### config.mk
export PLATFORM = sky130hd
export DESIGN_NAME = exc_arbiter
export DESIGN_NICKNAME = d
export VERILOG_FILES = /design/src/rtl/exc_arbiter.sv
export SDC_FILE = /design/constraint.sdc
export NUM_CORES = 1
export LEC_CHECK = 0
export ABC_AREA = 1
export BUFFER_PORTS_ARGS = -buffer_cell sky130_fd_sc_hd__buf_2
export CAP_MARGIN = 20
export CORE_ASPECT_RATIO = 1.4
export CORE_UTILIZATION = 41
export DETAILED_ROUTE_END_ITERATION = 16
export PLACE_DENSITY = 0.79
export SLEW_MARGIN = 25
export SYNTH_ARGS = -nofsm -noshare
export SYNTH_HDL_FRONTEND = slang
export SYNTH_SLANG_ARGS = --single-unit
### constraint.sdc
create_clock -name clk -period 1.48 [get_ports clk]
set_input_delay 0.074 -clock clk [delete_from_list [all_inputs] [get_ports clk]]
set_output_delay 0.074 -clock clk [all_outputs]
set_load 0.03 [all_outputs]
### src/rtl/exc_arbiter.sv
// Exception/interrupt arbiter feeding cp0, plus flush and PC-redirect sequencing.
// Optional macro EXC_INT_SYNC_EN: 2-flop synchronizer on ext_int before int_q.
module exc_arbiter #(
    parameter logic [31:0] EXC_VECTOR   = 32'hBFC0_0380,
    parameter int          FLUSH_CYCLES = 2
) (
    input  logic        clk,
    input  logic        resetn,
    input  logic        stall,
    input  logic        mem_valid,
    input  logic [31:0] mem_pc,
    input  logic        mem_bd,
    input  logic        f_adel_if,
    input  logic        f_ri,
    input  logic        f_ov,
    input  logic        f_sys,
    input  logic        f_bp,
    input  logic        f_adel_ld,
    input  logic        f_ades_st,
    input  logic [31:0] mem_daddr,
    input  logic        mem_eret,
    input  logic [5:0]  ext_int,
    input  logic [31:0] cp0_status,
    input  logic [31:0] cp0_cause,
    input  logic [31:0] cp0_epc,
    output logic        exc_valid,
    output logic [4:0]  exc_code,
    output logic [31:0] exc_pc,
    output logic        exc_bd,
    output logic [31:0] exc_badvaddr,
    output logic        eret_valid,
    output logic        flush,
    output logic        redirect_vld,
    output logic [31:0] redirect_pc,
    output logic        int_pending
);

    localparam logic [4:0] EC_INT  = 5'h00;
    localparam logic [4:0] EC_ADEL = 5'h04;
    localparam logic [4:0] EC_ADES = 5'h05;
    localparam logic [4:0] EC_SYS  = 5'h08;
    localparam logic [4:0] EC_BP   = 5'h09;
    localparam logic [4:0] EC_RI   = 5'h0A;
    localparam logic [4:0] EC_OV   = 5'h0C;

    localparam logic [3:0] CNT_INIT = 4'(FLUSH_CYCLES - 1);

    typedef enum logic {
        S_IDLE,
        S_FLUSH
    } state_e;

    state_e      state_q, state_d;
    logic [3:0]  cnt_q, cnt_d;
    logic        exc_valid_q, exc_valid_d;
    logic [4:0]  exc_code_q, exc_code_d;
    logic [31:0] exc_pc_q, exc_pc_d;
    logic        exc_bd_q, exc_bd_d;
    logic [31:0] exc_badvaddr_q, exc_badvaddr_d;
    logic        eret_valid_q, eret_valid_d;
    logic        redirect_vld_q, redirect_vld_d;
    logic [31:0] redirect_pc_q, redirect_pc_d;

    logic [5:0]  int_q;
    logic        commit;
    logic        exc_hit;
    logic [4:0]  code_sel;
    logic [31:0] badv_sel;

`ifdef EXC_INT_SYNC_EN
    logic [5:0] int_sync_q;

    always_ff @(posedge clk or negedge resetn) begin
        if (!resetn) begin
            int_sync_q <= '0;
            int_q      <= '0;
        end else begin
            int_sync_q <= ext_int;
            int_q      <= int_sync_q;
        end
    end
`else
    assign int_q = ext_int;
`endif

    // IP[7:2] are hardware lines, IP[1:0] the software bits held in Cause.
    assign int_pending = |({int_q, cp0_cause[9:8]} & cp0_status[15:8])
                       & cp0_status[0] & ~cp0_status[1];

    assign commit = mem_valid & ~stall & (state_q == S_IDLE);

    always_comb begin
        exc_hit  = 1'b1;
        code_sel = EC_INT;
        badv_sel = exc_badvaddr_q;
        priority case (1'b1)
            int_pending: code_sel = EC_INT;
            f_adel_if: begin
                code_sel = EC_ADEL;
                badv_sel = mem_pc;
            end
            f_ri:  code_sel = EC_RI;
            f_ov:  code_sel = EC_OV;
            f_sys: code_sel = EC_SYS;
            f_bp:  code_sel = EC_BP;
            f_adel_ld: begin
                code_sel = EC_ADEL;
                badv_sel = mem_daddr;
            end
            f_ades_st: begin
                code_sel = EC_ADES;
                badv_sel = mem_daddr;
            end
            default: exc_hit = 1'b0;
        endcase
    end

    always_comb begin
        state_d        = state_q;
        cnt_d          = cnt_q;
        exc_valid_d    = 1'b0;
        eret_valid_d   = 1'b0;
        redirect_vld_d = 1'b0;
        exc_code_d     = exc_code_q;
        exc_pc_d       = exc_pc_q;
        exc_bd_d       = exc_bd_q;
        exc_badvaddr_d = exc_badvaddr_q;
        redirect_pc_d  = redirect_pc_q;
        case (state_q)
            S_IDLE: begin
                if (commit && (exc_hit || mem_eret)) begin
                    state_d        = S_FLUSH;
                    cnt_d          = CNT_INIT;
                    redirect_vld_d = 1'b1;
                    if (exc_hit) begin
                        exc_valid_d    = 1'b1;
                        exc_code_d     = code_sel;
                        exc_pc_d       = mem_bd ? mem_pc - 32'd4 : mem_pc;
                        exc_bd_d       = mem_bd;
                        exc_badvaddr_d = badv_sel;
                        redirect_pc_d  = EXC_VECTOR;
                    end else begin
                        eret_valid_d   = 1'b1;
                        redirect_pc_d  = cp0_epc;
                    end
                end
            end
            S_FLUSH: begin
                if (cnt_q == 4'd0) begin
                    state_d = S_IDLE;
                end else begin
                    cnt_d = cnt_q - 4'd1;
                end
            end
            default: state_d = S_IDLE;
        endcase
    end

    always_ff @(posedge clk or negedge resetn) begin
        if (!resetn) begin
            state_q        <= S_IDLE;
            cnt_q          <= '0;
            exc_valid_q    <= 1'b0;
            exc_code_q     <= '0;
            exc_pc_q       <= '0;
            exc_bd_q       <= 1'b0;
            exc_badvaddr_q <= '0;
            eret_valid_q   <= 1'b0;
            redirect_vld_q <= 1'b0;
            redirect_pc_q  <= '0;
        end else begin
            state_q        <= state_d;
            cnt_q          <= cnt_d;
            exc_valid_q    <= exc_valid_d;
            exc_code_q     <= exc_code_d;
            exc_pc_q       <= exc_pc_d;
            exc_bd_q       <= exc_bd_d;
            exc_badvaddr_q <= exc_badvaddr_d;
            eret_valid_q   <= eret_valid_d;
            redirect_vld_q <= redirect_vld_d;
            redirect_pc_q  <= redirect_pc_d;
        end
    end

    assign exc_valid    = exc_valid_q;
    assign exc_code     = exc_code_q;
    assign exc_pc       = exc_pc_q;
    assign exc_bd       = exc_bd_q;
    assign exc_badvaddr = exc_badvaddr_q;
    assign eret_valid   = eret_valid_q;
    assign redirect_vld = redirect_vld_q;
    assign redirect_pc  = redirect_pc_q;
    assign flush        = (state_q == S_FLUSH);

    logic unused_bits;
    assign unused_bits = ^{cp0_status[31:16], cp0_status[7:2],
                           cp0_cause[31:10], cp0_cause[7:0]};

endmodule

==> results.json, run 1 <==
{
  "status": "finished clean",
  "ff2ff_path_depth": 7,
  "cts-buffers-inserted": 9,
  "reg2reg_to": "exc_pc[21]",
  "path_class": "reg -> reg",
  "powerDensity_nw_per_um2": 1680,
  "syn_to_final_growth_pct": 40.4,
  "wl_met1_um": 6210,
  "ant_nets": 0,
  "wl_per_cell_um": 14.1,
  "synth_area_leaders": "dfrtp_1 (49%), nand2_1 (19%), o21ai_0 (4.4%), nor2_1 (4.3%), nand3_1 (3.7%)",
  "route.met2.wl_um": 8860,
  "min_path_type": "in -> reg",
  "drv_cap": 0,
  "die_h_um": 140,
  "ys_seq_area_share_pct": 49.1,
  "insertion_delay_ns": 0.35,
  "route.top_layer_used": "met4",
  "period_needed_ns": 1.40,
  "clock_sinks": 109,
  "grt_pass1_vias": 5867,
  "crit_buf_inv": 3,
  "drt_iter0_markers": 207,
  "synthAdderAreaFrac_pct": 0.450,
  "die_w_um": 100,
  "period_share_pct": 94.5,
  "clockBufferDepth": 2,
  "power_leakage_nw": 4.24,
  "wl_um": 16900,
  "synth_nets": 904,
  "io-pin-count": 286,
  "slew_viol_final": 0,
  "yosysUniqueCellTypes": 33,
  "initial_core_util_pct": 41.7,
  "wl_met3_um": 1230,
  "crit_chain": "nor3b_2 -> buf_4 -> nand2_4 -> inv_6 -> buf_12 -> nand3_1 -> nand2_1",
  "cp_slowest_stage_delay_ns": 0.39,
  "synth.area.mux_share_pct": 0,
  "post-place-ws_ns": -0.127,
  "netlist_instances": 723,
  "hold_violations": 0,
  "critPathTopFamily": "simple AND/OR/NAND/NOR gates",
  "num_rows": 50,
  "hpwl_um": 12600,
  "worst_slack_ns": 0.0814,
  "path_clk_slew_ns": 0.07,
  "core_area_um2": 13300,
  "synth_common_cells": "nand2_1 (278), dfrtp_1 (109), nor2_1 (63)",
  "syn_avg_cell_area_um2": 7.68,
  "antenna_cells": 0,
  "cp.arrival_ns": 1.68,
  "grt_pass1_wl_um": 27000,
  "grt_max_degree": 59,
  "crit_cells": 7,
  "htree_levels": 3,
  "synthSimpleGateAreaFrac_pct": 29.5,
  "antenna_found_initial": 1,
  "dp.cells": 1155,
  "synthArstFlopShare_pct": 100,
  "fmax_mhz": 715,
  "drc": 0,
  "synth_top_family_by_area": "simple AND/OR/NAND/NOR gates",
  "finalSetupViolCount": 0,
  "r2r-start": "flush",
  "fin_nets": 1190,
  "clockRootBuffer": "clkbuf_16",
  "finish.utilization_pct": 58.5,
  "hp-start": "cp0_epc[24]",
  "grt-ovfl-total": 0,
  "crit_path_end_kind": "register",
  "ys_warn_count": 0,
  "numPortBuffers": 232,
  "rrSetupSlack_ns": 0.08,
  "die_area_um2": 14000,
  "yosysTopAreaCell": "dfrtp_1",
  "cts_tree": "yes",
  "critPathSlowestCell": "dfrtp_1",
  "cp-start-kind": "register",
  "synth-edff-count": 0,
  "crit_fanout": 27,
  "synth.ff_latch_count": 109,
  "synth_flop_cell": "dfrtp_1",
  "crit_required_ns": 1.76,
  "synth_compound_area_share_pct": 10.8,
  "hold_end": "redirect_pc[24]",
  "drive_gt1_share_pct": 30.9,
  "vdd_ir_drop_max_mv": 0.955,
  "final_cell_count_no_fill": 1196,
  "yosysTopAreaCellShare_pct": 49.1,
  "route.detailed.vias_per_inst": 4.81,
  "fillCellCount": 1223,
  "vias": 5747,
  "firstDrtPassIters": 4,
  "syn_area_um2": 5560,
  "routabilityCongestion": 0.951,
  "groute.usage.overall_pct": 24.8,
  "hold_path_depth": 3,
  "clock_skew_ns": 0.00698,
  "post_cts_buffers": 0,
  "yosysMostFrequentCell": "nand2_1",
  "synthXorXnorAreaFrac_pct": 2.84
}
==> area by class of cell <==
type | instances | area (um2) | share of cell area, %
multi-input cells | 533 | 2460 | 31.6
well taps | 182 | 228 | 2.92
repair buffers | 306 | 1870 | 23.9
inverters | 50 | 193 | 2.47
clock buffers | 11 | 253 | 3.24
flip-flops and latches | 109 | 2730 | 35.0
clock inverters | 5 | 67.6 | 0.866
==> logic make-up after synthesis <==
family,Yosys count
AO/OA/AOI/OAI,108
XOR/XNOR,18
adder cells (fa/ha/maj),2
buffers and inverters,82
flip-flops,109
other,1
AND/OR/NAND/NOR,403
==> timing repair <==
action	CTS	global route
endpoints found under the setup margin	2	12
endpoints found under the hold margin	132	0
hold buffers	24	0
resized for setup	1	3
cloned	1	0
pin swaps	1	0
==> worst max-delay path by stage <==
| stage | start | end | slack (ns) |
|---|---|---|---|
| finish | flush | exc_pc[21] | 0.08 |
| global route | cnt_q[0] | cnt_q[3] | -0.01 |
| CTS | flush | exc_pc[21] | 0.01 |
| detailed placement | mem_pc[2] | exc_pc[16] | -0.13 |
| global placement | mem_pc[2] | exc_pc[16] | -0.09 |
| floorplan | flush | redirect_pc[15] | 0.02 |
==> sequential cells by signal, summed over array words and instances, names as in the netlist <==
signal and count:
exc_bd 1, eret_valid 1, exc_pc 32, flush 1, exc_badvaddr 32, exc_code 4
exc_valid 1, redirect_vld 1, cnt_q 4, redirect_pc 32
==> routing by layer <==
| layer | vias to the layer above | track usage [%] |
|---|---|---|
| met5 | - | 0 |
| met4 | 0 | 10.5 |
| met3 | 42 | 6.88 |
| met2 | 221 | 47.0 |
| met1 | 2622 | 24.6 |
| li1 | 2862 | - |
==> worst min-delay path, cell delays in order <==
cell and delay (ns):
buf_2 0.08, nor2_1 0.04, o21ai_1 0.12
==> cell usage in the layout (no fill, tap or decap), types with 16 or more instances in the layout <==
master	n
inv_1	47
buf_2	231
o21ai_1	33
dfrtp_1	109
nor2_1	63
buf_4	44
o21a_1	22
nand3_1	41
xor2_1	16
nand2_1	276
o21ai_0	49
dlygate4sd3_1	24
==> metrics by stage <==
step	setup TNS, ns	area (um2)	hold slack [ns]	total power [mW]
2_1_floorplan	0	5560	-0.222	8.57
3_3_place_gp	-0.121	7210	-0.0995	10.4
4_1_cts	0	7790	0.000292	13.2
6_report	0	7800	0.0114	13.1
5_1_grt	-0.0137	7800	0.0106	13.9
3_5_place_dp	-1.54	7210	-0.0982	10.6
==> where the power goes <==
group          internal, mW  switching [mW]  total (mW)
logic                  1.76            4.08        5.84
clock network          1.43            1.11        2.53
registers              4.14           0.609        4.75
total                  7.33            5.80        13.1
Power figures use the tool's default switching activity.
==> run 2: changes to the inputs <==
--- a/config.mk
+++ b/config.mk
@@ -12,6 +12,7 @@
 export CORE_UTILIZATION = 41
 export DETAILED_ROUTE_END_ITERATION = 16
 export PLACE_DENSITY = 0.79
+export REMOVE_ABC_BUFFERS = 1
 export SLEW_MARGIN = 25
 export SYNTH_ARGS = -nofsm -noshare
 export SYNTH_HDL_FRONTEND = slang
==> results.json, run 2 (synthesized netlist as in run 1, its figures left out) <==
{
  "wl_um": 17600,
  "route.met2.wl_um": 9240,
  "crit_required_ns": 1.73,
  "place_area_um2": 7090,
  "grt_pass1_vias": 5626,
  "vdd_ir_drop_max_mv": 1.02,
  "ant_nets": 0,
  "drt_iter0_markers": 186,
  "slew_viol_final": 0,
  "status": "finished clean",
  "clockRootBuffer": "clkbuf_16",
  "rrSetupSlack_ns": 0.11,
  "switchingPower_mw": 5.87,
  "p_seq_share_pct": 36.3,
  "clock_skew_ns": 0.00768,
  "grt-ovfl-total": 0,
  "crit_path_end_kind": "register",
  "routabilityCongestion": 0.893,
  "hold_end": "redirect_pc[3]",
  "hp-start": "cp0_epc[3]",
  "cp.arrival_ns": 1.62,
  "hold_violations": 0,
  "fillCellCount": 1223,
  "rsz0062_at_grt": "false",
  "period_share_pct": 92.6,
  "combPwrFrac_pct": 45.0,
  "sw_frac_of_total_pct": 44.8,
  "core_area_um2": 13300,
  "power.share.clock_pct": 18.7,
  "hold_path_depth": 3,
  "fmax_mhz": 730,
  "groute.usage.overall_pct": 24.9,
  "reg2reg_to": "exc_pc[15]",
  "finalSetupViolCount": 0,
  "clockBufferDepth": 2,
  "finish.utilization_pct": 57.8,
  "ff2ff_path_depth": 5,
  "path_class": "reg -> reg",
  "drive_gt1_share_pct": 30.3,
  "wl_per_cell_um": 14.9,
  "cts-buffers-inserted": 9,
  "final_area_um2": 7710,
  "final_cell_count_no_fill": 1185,
  "die_h_um": 140,
  "dp.cells": 1143,
  "vias": 5724,
  "mostFrequentLayoutCells": "nand2_1 (277), buf_2 (231), dfrtp_1 (109)",
  "cts_tree": "yes",
  "r2r-start": "flush",
  "power_leakage_nw": 4.18,
  "fin_nets": 1178,
  "die_area_um2": 14000,
  "firstDrtPassIters": 5,
  "num_rows": 50,
  "drc": 0,
  "min_path_type": "in -> reg",
  "insertion_delay_ns": 0.34,
  "die_w_um": 100,
  "wl_met1_um": 6930,
  "path_clk_slew_ns": 0.07,
  "drv_cap": 0,
  "grt_max_degree": 69,
  "antenna_found_initial": 2,
  "grt_pass1_wl_um": 27200,
  "regArea_um2": 2730,
  "htree_levels": 3,
  "final_common_cell": "nand2_1",
  "period_needed_ns": 1.37,
  "syn_to_final_growth_pct": 38.7,
  "powerDensity_nw_per_um2": 1700,
  "wl_met3_um": 1230,
  "setup_tns_ns": 0,
  "cp-start-kind": "register",
  "p_int_mw": 7.22,
  "initial_core_util_pct": 41.7,
  "route.top_layer_used": "met4",
  "crit_fanout": 58,
  "route.detailed.vias_per_inst": 4.83,
  "io-pin-count": 286,
  "clock_sinks": 109,
  "power_mw": 13.1,
  "hpwl_um": 12500,
  "multi_input_area_um2": 2500,
  "numPortBuffers": 232
}
run 2: power groups by stage:
stage                     clock (mW)  combinational [mW]  sequential [mW]
after floorplan                    0                1.43             7.04
after global placement             0                5.67             4.74
after detailed placement           0                5.78             4.77
after CTS                       2.54                5.85             4.73
after global routing            2.65                6.35             4.88
final                           2.45                5.89             4.75
run 2: worst max path at each step:
stage,from,endpoint,slack (ns)
2_1_floorplan,f_adel_if,cnt_q[0],-1.32
3_3_place_gp,mem_pc[2],exc_pc[24],-0.11
3_5_place_dp,f_bp,exc_badvaddr[24],-0.10
4_1_cts,flush,exc_badvaddr[21],0.02
5_1_grt,flush,exc_badvaddr[0],0.005
6_report,flush,exc_pc[15],0.11
run 2: layout make-up:
type | instances | share of cell area, %
clock buffers | 9 | 2.92
repair buffers | 292 | 22.7
inverters | 50 | 2.60
well taps | 182 | 2.95
diodes | 1 | 0.0325
clock inverters | 7 | 0.974
flip-flops and latches | 109 | 35.4
multi-input cells | 535 | 32.4
run 2: per-layer routing:
metal / vias to the layer above / GRT usage (%)
met4: 0 / 7.70
met3: 18 / 5.78
met5: - / 0
li1: 2837 / -
met2: 216 / 46.8
met1: 2653 / 27.0
run 2: metrics by stage:
stage | hold slack (ns) | worst slack [ns]
final | 0.0110 | 0.109
after global placement | 0.0814 | -0.113
after detailed placement | 0.0810 | -0.100
after global routing | 0.00264 | 0.00536
after CTS | 0.00356 | 0.0182
after floorplan | -0.222 | -1.32
run 2: timing repair:
item,4_1_cts,5_1_grt
pin swaps,1,1
resized for setup,2,8
endpoints found under the setup margin,32,39
cloned,1,2
hold buffers,21,0
buffers inserted,0,1
endpoints found under the hold margin,129,0
run 2: worst max-delay path, cell delays in order, from the launching register on:
cell	delay, ns
dfrtp_1	0.39
nor3b_2	0.21
buf_4	0.16
nand2_4	0.08
buf_12	0.21
o21ai_0	0.22
